File: config.mk
export PLATFORM = sky130hd
export DESIGN_NAME = serial_adder_ctrl
export DESIGN_NICKNAME = d
export VERILOG_FILES = /design/src/rtl/serial_adder_ctrl.sv
export SDC_FILE = /design/constraint.sdc
export NUM_CORES = 1
export LEC_CHECK = 0
export BUFFER_PORTS_ARGS = -buffer_cell sky130_fd_sc_hd__buf_2
export CELL_PAD_IN_SITES_DETAIL_PLACEMENT = 0
export CELL_PAD_IN_SITES_GLOBAL_PLACEMENT = 1
export CORE_MARGIN = 8
export CORE_UTILIZATION = 38
export DETAILED_ROUTE_END_ITERATION = 8
export GPL_ROUTABILITY_DRIVEN = 1
export HOLD_SLACK_MARGIN = 0.03
export PLACE_DENSITY_LB_ADDON = 0.1
export SETUP_SLACK_MARGIN = 0.02
export SLEW_MARGIN = 20
export SYNTH_ARGS = -nofsm -noshare
export SYNTH_HDL_FRONTEND = slang
export SYNTH_SLANG_ARGS = --single-unit
File: constraint.sdc
create_clock -name clk -period 1.35 [get_ports clk]
set_input_delay 0.2025 -clock clk [delete_from_list [all_inputs] [get_ports clk]]
set_output_delay 0.2025 -clock clk [all_outputs]
set_load 0.01 [all_outputs]
File: src/rtl/serial_adder_ctrl.sv
// Bit-serial WIDTH-bit adder: one full-adder cell, a carry flip-flop and three
// shift registers. The operands are captured on start and added LSB first, one bit per clock.
module serial_adder_ctrl #(
  parameter int WIDTH = 8
) (
  input  logic             clk,
  input  logic             rst,
  input  logic             start,
  input  logic [WIDTH-1:0] a,
  input  logic [WIDTH-1:0] b,
  input  logic             cin,
  output logic             busy,
  output logic             done,
  output logic [WIDTH-1:0] sum,
  output logic             cout,
  output logic [1:0]       state_dbg
);

  // Handshake: start is a request that is honoured only while busy=0. Starts
  // are not queued. done is a one-cycle result-valid pulse with no back-pressure.
  // sum and cout hold their value until the next done.

  localparam int CW = $clog2(WIDTH) + 1;
  localparam logic [CW-1:0] LAST = CW'(WIDTH - 1);

  typedef enum logic [1:0] {
    IDLE = 2'd0,
    RUN  = 2'd1,
    DONE = 2'd2
  } state_t;

  state_t           state;
  logic [WIDTH-1:0] a_sh;
  logic [WIDTH-1:0] b_sh;
  logic [WIDTH-1:0] s_sh;
  logic [WIDTH-1:0] s_next;
  logic             c_ff;
  logic [CW-1:0]    cnt;
  logic             sum_bit;
  logic             carry;

  // Shared full-adder cell plus the sum shift value. The shift-then-set form
  // also covers WIDTH=1, where there are no upper bits to slice.
  always_comb begin
    sum_bit = a_sh[0] ^ b_sh[0] ^ c_ff;
    carry   = (a_sh[0] & b_sh[0]) | (c_ff & (a_sh[0] ^ b_sh[0]));
    s_next  = s_sh >> 1;
    s_next[WIDTH-1] = sum_bit;
  end

  assign state_dbg = state;

  always_ff @(posedge clk or posedge rst) begin
    if (rst) begin
      state <= IDLE;
      busy  <= 1'b0;
      done  <= 1'b0;
      sum   <= '0;
      cout  <= 1'b0;
      a_sh  <= '0;
      b_sh  <= '0;
      s_sh  <= '0;
      c_ff  <= 1'b0;
      cnt   <= '0;
    end else begin
      case (state)
        IDLE: begin
          if (start) begin
            a_sh  <= a;
            b_sh  <= b;
            c_ff  <= cin;
            cnt   <= '0;
            busy  <= 1'b1;
            state <= RUN;
          end
        end
        RUN: begin
          a_sh <= a_sh >> 1;
          b_sh <= b_sh >> 1;
          c_ff <= carry;
          s_sh <= s_next;
          cnt  <= cnt + CW'(1);
          if (cnt == LAST) begin
            sum   <= s_next;
            cout  <= carry;
            done  <= 1'b1;
            state <= DONE;
          end
        end
        DONE: begin
          done  <= 1'b0;
          busy  <= 1'b0;
          state <= IDLE;
        end
        default: state <= IDLE;
      endcase
    end
  end

endmodule
==> impl_metrics.json, run 1 <==
{
  "outcome": "finished with violations",
  "violations": "setup timing",
  "drt-total-wl_mm": 4.077,
  "syn_area_mm2": 0.001763,
  "die-area_mm2": 0.007074,
  "clock_latency_ps": 290,
  "vias_per_cell": 5.118,
  "slew_headroom_pct": 84.20,
  "clk_pin_slew_worst_paths_ps": 70,
  "end_kind": "register",
  "ant_nets": 0,
  "vias": 1346,
  "crit_path_start_kind": "register",
  "wl_per_cell_um": 15.50,
  "setup_viol": 8,
  "cp_cell_sequence": "ha_2 > nand2_2 > nor3_4 > buf_6 > mux2_4",
  "required_ps": 1520,
  "n_antenna_cell": 0,
  "clock-sinks": 41,
  "hpwl_mm": 2.895,
  "grt_max_degree": 42,
  "ff_latch_area_mm2": 0.001027,
  "finalWorstSetupSlack_ps": -28.44,
  "drive_above_1_share_pct": 43.60,
  "ys_seq_area_share_pct": 58.20,
  "hold_violations": 0,
  "grt_pass1_vias": 1458,
  "r2r_start": "cnt[0]",
  "path_buf_inv": 1,
  "p_int_uw": 3484,
  "start_util_pct": 39.94,
  "fin_skew_ps": 5.572,
  "synthCells": 152,
  "rsz0062_at_grt": "yes",
  "power_frac_clock_pct": 13.9,
  "switching_power_uw": 1733,
  "reg2reg_slack_ps": -30,
  "clockBufferDepth": 2,
  "htreeDepth": 2,
  "ir_worst_vdd_v": 0.0006804,
  "synth_area_leader_cell": "dfrtp_1",
  "finalNetCount": 234,
  "synth_area_leaders": "dfrtp_1, mux2_2, o21ai_0",
  "fmax_ghz": 0.7255,
  "ys_ff_latch": 41,
  "power.density_mw_per_mm2": 2198,
  "core_area_mm2": 0.004414,
  "seq_power_share_pct": 39.6,
  "leakage_uw": 0.001128,
  "place.gp.congestion": 0.6985,
  "numCtsBuffers": 5,
  "synth.distinct_cells": 25,
  "critPathArrivalTime_ps": 1550,
  "dpl_cell_area_mm2": 0.002132,
  "hold_start": "b[7]",
  "ios": 33,
  "period_needed_ps": 1378,
  "startpoint": "cnt[0]",
  "switching_share_pct": 33.22,
  "drt_first_pass_iters": 4,
  "crit_family": "flip-flops",
  "n_fill_cell": 409,
  "die_h_um": 84.11,
  "cp_max_fo": 5,
  "stdcell_area_mm2": 0.002374,
  "synth_fp_nets": 174,
  "port_buffers": 32,
  "num_rows": 24,
  "syn_area_per_cell_um2": 11.60,
  "drc": 0,
  "cts-root-buf": "clkbuf_8",
  "ys_warn_count": 0,
  "path_class": "register to register",
  "grtUsageTotal_pct": 11.67,
  "multiInputGateArea_um2": 713.2,
  "period_share_pct": 102.1,
  "die_x_um": 84.11,
  "hp-class": "input pin to register",
  "area.growth.synth_to_final_pct": 34.63,
  "cap_viol_max_count": 0,
  "cts_tree": "yes",
  "drt-initial-drc-count": 22,
  "grt_remaining_overflow": 0,
  "worst_pin_slew_ps": 236.5,
  "combPwrFrac_pct": 46.5,
  "fin_util_pct": 53.77,
  "synth_top_cell_area_share_pct": 58.20,
  "slowest_delay_ps": 360,
  "slowest_stage": "dfrtp_1",
  "grt_pass1_wl_mm": 6.872,
  "antenna_found_initial": 0,
  "drv_slew": 0
}
[layout make-up]
| cell class | count | area share [%] |
|---|---|---|
| well taps | 52 | 2.741 |
| flip-flops and latches | 41 | 43.28 |
| clock buffers | 5 | 2.899 |
| inverters | 3 | 0.4744 |
| repair buffers | 64 | 20.35 |
| clock inverters | 1 | 0.2109 |
| multi-input cells | 97 | 30.05 |
[per-stage QoR]
stage	setup TNS, ps	hold slack [ps]	worst slack (ps)	instances	total power [uW]
after floorplan	-568.1	335.0	-71.01	152	3392
after global placement	-554.8	273.7	-68.30	246	4098
after detailed placement	-805.5	275.2	-100.0	246	4170
after CTS	-208.2	113.3	-31.75	257	5037
after global routing	-633.4	132.8	-84.98	263	5621
final	-188.0	126.3	-28.44	263	5216
[repair_timing]
action,4_1_cts,5_1_grt
endpoints found under the hold margin,41,0
resized for setup,8,9
cloned,0,1
hold buffers,1,0
setup buffers,4,5
pin swaps,1,1
setup endpoints to repair,18,28
[metal layers]
metal / share of wire, % / track usage [%]
met2: 48 / 19.01
met1: 46 / 14.42
met4: 0.64 / 2.355
met3: 5.2 / 4.199
met5: 0 / 0
[worst reg2reg max path: stages (launching register included)]
cell,delay [ps]
dfrtp_1,360
ha_2,190
nand2_2,70
nor3_4,180
buf_6,160
mux2_4,300
[placed cells by master (no fill, tap or decap), types with 3 or more instances in the layout]
| cell | instances |
|---|---|
| buf_12 | 3 |
| o21ai_0 | 15 |
| a22oi_1 | 7 |
| clkbuf_8 | 5 |
| buf_2 | 31 |
| a22o_1 | 3 |
| mux2_2 | 7 |
| buf_4 | 23 |
| and2_1 | 10 |
| buf_6 | 4 |
| mux2_4 | 9 |
| dfrtp_1 | 40 |
| inv_1 | 3 |
| nand2_1 | 18 |
| a31oi_1 | 9 |
[cell usage after synthesis]
cell type	number
a21oi_1	2
nor2_1	2
nand2b_1	1
ha_1	1
nor3b_1	1
nand2_1	19
a21o_1	1
buf_2	6
inv_1	3
o21ai_0	17
a31oi_1	9
o21a_1	1
a22o_1	3
a22oi_1	7
clkbuf_1	3
o21bai_1	1
dfrtp_1	41
buf_6	2
fa_1	1
o31ai_1	1
and2_1	10
mux2_2	16
nor3_4	1
nor2b_1	2
nand3_1	1
[final timing paths]
kind	end	cells past startpoint
max reg2reg	cout	5
max in group asynchronous	state_dbg[0]	4
min reg2reg	a_sh[1]	2
min	b_sh[7]	2
min in group asynchronous	a_sh[1]	4
max	cout	5
[power by group through the flow]
stage               clock (uW)  sequential [uW]  combinational, uW
global placement             0             2070               2030
finish                     724             2070               2430
CTS                        765             2070               2200
global route               800             2150               2680
detailed placement           0             2090               2080
floorplan                    0             2100               1290
[registers in the layout, indices dropped and copies added (netlist names)]
| signal | cells |
|---|---|
| a_sh | 8 |
| b_sh | 8 |
| sum | 8 |
| s_sh | 7 |
| cnt | 4 |
| state_dbg | 2 |
| busy | 1 |
| c_ff | 1 |
| cout | 1 |
| done | 1 |
[kinds of logic (layout without fill, tap and decap cells)]
kind of cell	Yosys count	in the layout	share of synthesized area, %
compound gates	42	42	14.76
buf+inv	14	73	4.258
simple gates	37	37	10.72
fa+ha+maj	2	2	1.845
mux	16	16	10.22
flops	41	41	58.20
Power figures use the tool's default switching activity.
==> run 2: changes to the inputs <==
--- a/config.mk
+++ b/config.mk
@@ -5,11 +5,13 @@
 export SDC_FILE = /design/constraint.sdc
 export NUM_CORES = 1
 export LEC_CHECK = 0
+export ABC_AREA = 1
 export BUFFER_PORTS_ARGS = -buffer_cell sky130_fd_sc_hd__buf_2
 export CELL_PAD_IN_SITES_DETAIL_PLACEMENT = 0
 export CELL_PAD_IN_SITES_GLOBAL_PLACEMENT = 1
+export CORE_ASPECT_RATIO = 0.6
 export CORE_MARGIN = 8
-export CORE_UTILIZATION = 38
+export CORE_UTILIZATION = 36
 export DETAILED_ROUTE_END_ITERATION = 8
 export GPL_ROUTABILITY_DRIVEN = 1
 export HOLD_SLACK_MARGIN = 0.03
==> impl_metrics.json, run 2 <==
{
  "hp-class": "input pin to register",
  "drt-total-wl_mm": 4.547,
  "num_rows": 20,
  "fin_skew_ps": 4.359,
  "vias": 1540,
  "grt_max_degree": 42,
  "leakage_uw": 0.001277,
  "outcome": "completed",
  "switching_power_uw": 2093,
  "whs_ps": 161.9,
  "drt-initial-drc-count": 59,
  "required_ps": 1530,
  "slew_headroom_pct": 81.26,
  "cp_cell_sequence": "ha_2 > nand2_1 > nor2_4 > nand2_2 > nand2_1 > nand2_1",
  "clk_pin_slew_worst_paths_ps": 80,
  "final_common_cell": "nand2_1",
  "cts_tree": "yes",
  "finalNetCount": 296,
  "synth_top_cell_area_share_pct": 55.33,
  "slowest_delay_ps": 390,
  "place.gp.congestion": 0.7120,
  "syn_area_per_cell_um2": 8.062,
  "path_buf_inv": 0,
  "ir_worst_vdd_v": 0.0008278,
  "cpMostUsedCell": "nand2_1",
  "switching_share_pct": 39.77,
  "ios": 33,
  "ys_ff_latch": 41,
  "drive_above_1_share_pct": 23.64,
  "vias_per_cell": 4.516,
  "start_util_pct": 37.05,
  "cts-root-buf": "clkbuf_8",
  "drt_first_pass_iters": 4,
  "synth.distinct_cells": 17,
  "drv_slew": 0,
  "antenna_found_initial": 0,
  "setup_viol": 0,
  "synth_flop_cell": "dfrtp_1",
  "seq_power_share_pct": 40.1,
  "grt_pass1_wl_mm": 7.576,
  "critPathArrivalTime_ps": 1450,
  "synth_area_leaders": "dfrtp_1, nand2_1, nand3_1",
  "ys_top_cells_by_count": "nand2_1, dfrtp_1, nand3_1",
  "fmax_ghz": 0.7835,
  "syn_area_mm2": 0.001854,
  "multiInputGateArea_um2": 769.5,
  "clockBufferDepth": 2,
  "hpwl_mm": 3.052,
  "crit_family": "simple AND/OR/NAND/NOR gates",
  "htreeDepth": 2,
  "async_flop_share_pct": 100.0,
  "end_kind": "register",
  "setup_tns_ps": 0,
  "path_class": "register to register",
  "clock-sinks": 41,
  "drc": 0,
  "cap_viol_max_count": 0,
  "detailedPlace.worstSlack_ps": 65.37,
  "core_area_mm2": 0.005005,
  "area.growth.synth_to_final_pct": 24.09,
  "n_fill_cell": 520,
  "layout_common_cells": "nand2_1, dfrtp_1, buf_2",
  "grt_pass1_vias": 1486,
  "numCtsBuffers": 5,
  "n_antenna_cell": 0,
  "ff_latch_area_mm2": 0.001027,
  "die-area_mm2": 0.007779,
  "grtUsageTotal_pct": 12.27,
  "synthCells": 230,
  "port_buffers": 32,
  "synth_fp_nets": 252,
  "ant_nets": 0,
  "period_share_pct": 94.54,
  "worst_pin_slew_ps": 280.7,
  "hold_violations": 0,
  "power.density_mw_per_mm2": 2287,
  "grt_remaining_overflow": 0,
  "synth_edf_count": 0,
  "clock_latency_ps": 290,
  "period_needed_ps": 1276,
  "wl_per_cell_um": 13.33,
  "slowest_stage": "dfrtp_1",
  "synth_area_leader_cell": "dfrtp_1",
  "synthMostInstantiatedCell": "nand2_1",
  "ys_warn_count": 0,
  "fin_util_pct": 45.98,
  "finalWorstSetupSlack_ps": 73.71,
  "crit_path_start_kind": "register",
  "combPwrFrac_pct": 40.9,
  "reg_top3": "a_sh: 8 flops, b_sh: 8 flops, sum: 8 flops",
  "die_x_um": 108.7,
  "ys_seq_area_share_pct": 55.33,
  "cp_max_fo": 5,
  "p_int_uw": 3170,
  "power_frac_clock_pct": 19.1,
  "die_h_um": 71.59
}
[run 2: logic make-up (layout without fill, tap and decap cells)]
logic type / after synthesis / after routing / synth area share [%]
DFF: 41 / 41 / 55.33
buffers and inverters: 16 / 59 / 4.925
adders and majority gates: 2 / 2 / 1.754
AOI/OAI and AO/OA: 8 / 8 / 2.564
and+or+nand+nor: 163 / 165 / 35.43
[run 2: cell type report]
type                       instances  share of cell area, %
tap                               66                  3.589
multi-input combinational        175                  33.44
clock inverter                     3                  2.012
sequential                        41                  44.64
clock buffer                       5                  2.991
timing repair buffer              44                  12.07
inverter                           7                  1.251
[run 2: power by group through the flow]
stage                     clock network [uW]  registers (uW)  logic [uW]
final                                   1000            2110        2150
after global routing                    1090            2190        2500
after CTS                               1040            2110        2060
after detailed placement                   0            2130        2050
after global placement                     0            2130        2050
after floorplan                            0            2120        1420
[run 2: path summary, 6_finish.rpt]
check | startpoint | to | slack (ps) | cells past startpoint
max in group asynchronous | rst | state_dbg[0] | 630 | 4
worst max-delay path | cnt[1] | sum[3] | 70 | 6
worst max register to register | cnt[1] | sum[3] | 70 | 6
worst min register to register | b_sh[7] | b_sh[7] | 480 | 2
min in group asynchronous | rst | sum[0] | 500 | 4
worst min-delay path | a[7] | a_sh[7] | 160 | 3
[run 2: what timing repair did]
action                                  4_1_cts  5_1_grt
gates resized for setup                       0        8
endpoints found under the setup margin        0       11
hold buffers                                  1        0
endpoints found under the hold margin        41        0
setup buffers                                 0        2
[run 2: through the flow]
step	cell area, um^2	power, uW	std cells
6_report	2301	5263	341
5_1_grt	2301	5782	341
4_1_cts	2250	5209	337
3_5_place_dp	2125	4176	328
3_3_place_gp	2125	4187	328
2_1_floorplan	1854	3548	230
[run 2: layer usage]
metal  up-vias  wire [um]  GRT usage (%)
met5         -          0              0
met4         0         13          2.715
met3         2        319          4.208
met2        31       1909          16.91
met1       707       2304          17.77
li1        800          -              -
[run 2: worst register-to-register path, delay by kind of cell, from the launching register on]
family | cells | cell delay (ps)
adders and majority gates | 1 | 210
and+or+nand+nor | 5 | 560
DFF | 1 | 390
==> run 3: changes to the inputs <==
==> constraint.sdc (replaced) <==
create_clock -name clk -period 1.35 [get_ports clk]
set_input_delay 0.27 -clock clk [delete_from_list [all_inputs] [get_ports clk]]
set_output_delay 0.27 -clock clk [all_outputs]
set_load 0.01 [all_outputs]
==> impl_metrics.json, run 3 (same netlist as run 2, synthesis figures left out) <==
{
  "hold_start": "a[7]",
  "cts-root-buf": "clkbuf_8",
  "startpoint": "cnt[1]",
  "drc": 0,
  "hp-class": "input pin to register",
  "rr_worst_depth": 6,
  "die_x_um": 108.7,
  "num_rows": 20,
  "start_util_pct": 37.05,
  "setup_tns_ps": 0,
  "die-area_mm2": 0.007779,
  "leakage_uw": 0.001282,
  "grt_max_degree": 42,
  "p_total_uw": 5283,
  "die_h_um": 71.59,
  "final_common_cell": "nand2_1",
  "crit_path_start_kind": "register",
  "power.density_mw_per_mm2": 2288,
  "dpl_cell_area_mm2": 0.002125,
  "outcome": "completed",
  "n_antenna_cell": 0,
  "cp_cell_sequence": "ha_2 > nand2_1 > nor2_4 > nand2_2 > nand2_1 > nand2_1",
  "end_kind": "register",
  "slowest_delay_ps": 390,
  "clock_latency_ps": 290,
  "area.growth.synth_to_final_pct": 24.49,
  "antenna_found_initial": 0,
  "met3WireLength_um": 262,
  "fmax_ghz": 0.7816,
  "htreeDepth": 2,
  "reg_top3": "a_sh: 8 flops, b_sh: 8 flops, sum: 8 flops",
  "drt_first_pass_iters": 4,
  "hold_violations": 0,
  "place_inst": 328,
  "finalNetCount": 297,
  "layout_common_cells": "nand2_1, dfrtp_1, buf_2",
  "stdcell_area_mm2": 0.002308,
  "final_cells": 342,
  "core_area_mm2": 0.005005,
  "grtUsageTotal_pct": 12.27,
  "drt-total-wl_mm": 4.550,
  "route.met2.wl_mm": 1.905,
  "clk_pin_slew_worst_paths_ps": 80,
  "drive_above_1_share_pct": 23.91,
  "detailedPlace.worstSlack_ps": 65.37,
  "cp_max_fo": 5,
  "numCtsBuffers": 5,
  "grt_pass1_vias": 1490,
  "critPathArrivalTime_ps": 1460,
  "path_buf_inv": 0,
  "vias": 1536,
  "wl_per_cell_um": 13.30,
  "cap_viol_max_count": 0,
  "place.gp.congestion": 0.7120,
  "port_buffers": 32,
  "period_share_pct": 94.77,
  "cts_tree": "yes",
  "slew_headroom_pct": 81.28,
  "r2r_start": "cnt[1]",
  "grt_remaining_overflow": 0,
  "reg2reg_slack_ps": 70,
  "crit_family": "simple AND/OR/NAND/NOR gates",
  "ant_nets": 0,
  "drv_slew": 0,
  "wl_met1_mm": 2.368,
  "rr_endpoint": "sum[3]",
  "hpwl_mm": 3.052,
  "grt_pass1_wl_mm": 7.576,
  "drt-initial-drc-count": 56,
  "finalWorstSetupSlack_ps": 70.56,
  "required_ps": 1530,
  "clock-sinks": 41,
  "period_needed_ps": 1279,
  "vias_per_cell": 4.491,
  "fin_skew_ps": 4.145,
  "routed.top_layer": "met4",
  "path_class": "register to register",
  "setup_viol": 0,
  "clockBufferDepth": 2,
  "slowest_stage": "dfrtp_1",
  "ir_worst_vdd_v": 0.0008291,
  "cp_num_cells": 6,
  "ios": 33,
  "crit_end": "sum[3]",
  "cpMostUsedCell": "nand2_1",
  "worst_pin_slew_ps": 280.5
}
## run 3: cell count changes in the layout (fill, tap and decap cells not counted)
cell / change
buf_4: +1
## run 3: worst min-delay path by stage
stage	end	slack [ps]	cells after the start
after floorplan	busy	410	2
after global placement	sum[6]	350	3
after detailed placement	sum[6]	350	3
after CTS	a_sh[7]	220	3
after global routing	b_sh[7]	230	3
final	a_sh[7]	230	3
## run 3: per-layer routing
layer / GRT usage, % / vias to the layer above
li1: - / 803
met1: 17.77 / 709
met2: 16.91 / 22
met3: 4.208 / 2
met4: 2.715 / 0
met5: 0 / -
## run 3: worst register-to-register path, cell delays in order (launching register included)
cell     delay [ps]
dfrtp_1         390
ha_2            210
nand2_1         120
nor2_4          170
nand2_2         130
nand2_1          80
nand2_1          60
## run 3: layout make-up
cell class                 count  area [um^2]
multi-input combinational    175        769.5
fill                         520         2696
clock inverter                 3        46.29
sequential                    41         1027
tap                           66        82.58
clock buffer                   5        68.82
inverter                       7        28.78
timing repair buffer          45        285.3
## run 3: repair_timing
item | CTS | global route
setup endpoints to repair | 1 | 10
hold buffers | 1 | 0
gates cloned | 0 | 2
setup buffers | 1 | 2
endpoints found under the hold margin | 14 | 0
pin swaps | 0 | 2
resized for setup | 1 | 7
## run 3: metrics by stage
step	hold WS [ps]	util, %
floorplan	412.6	-
global placement	349.2	42.45
detailed placement	348.5	42.45
CTS	224.9	45.13
global route	225.5	46.13
finish	229.4	46.13
## run 3: power by group
group	leakage, uW	switching [uW]	internal (uW)	total, uW
clock	0.0000543	450	554	1000
sequential	0.000519	333	1760	2090
combinational	0.000709	1310	873	2190
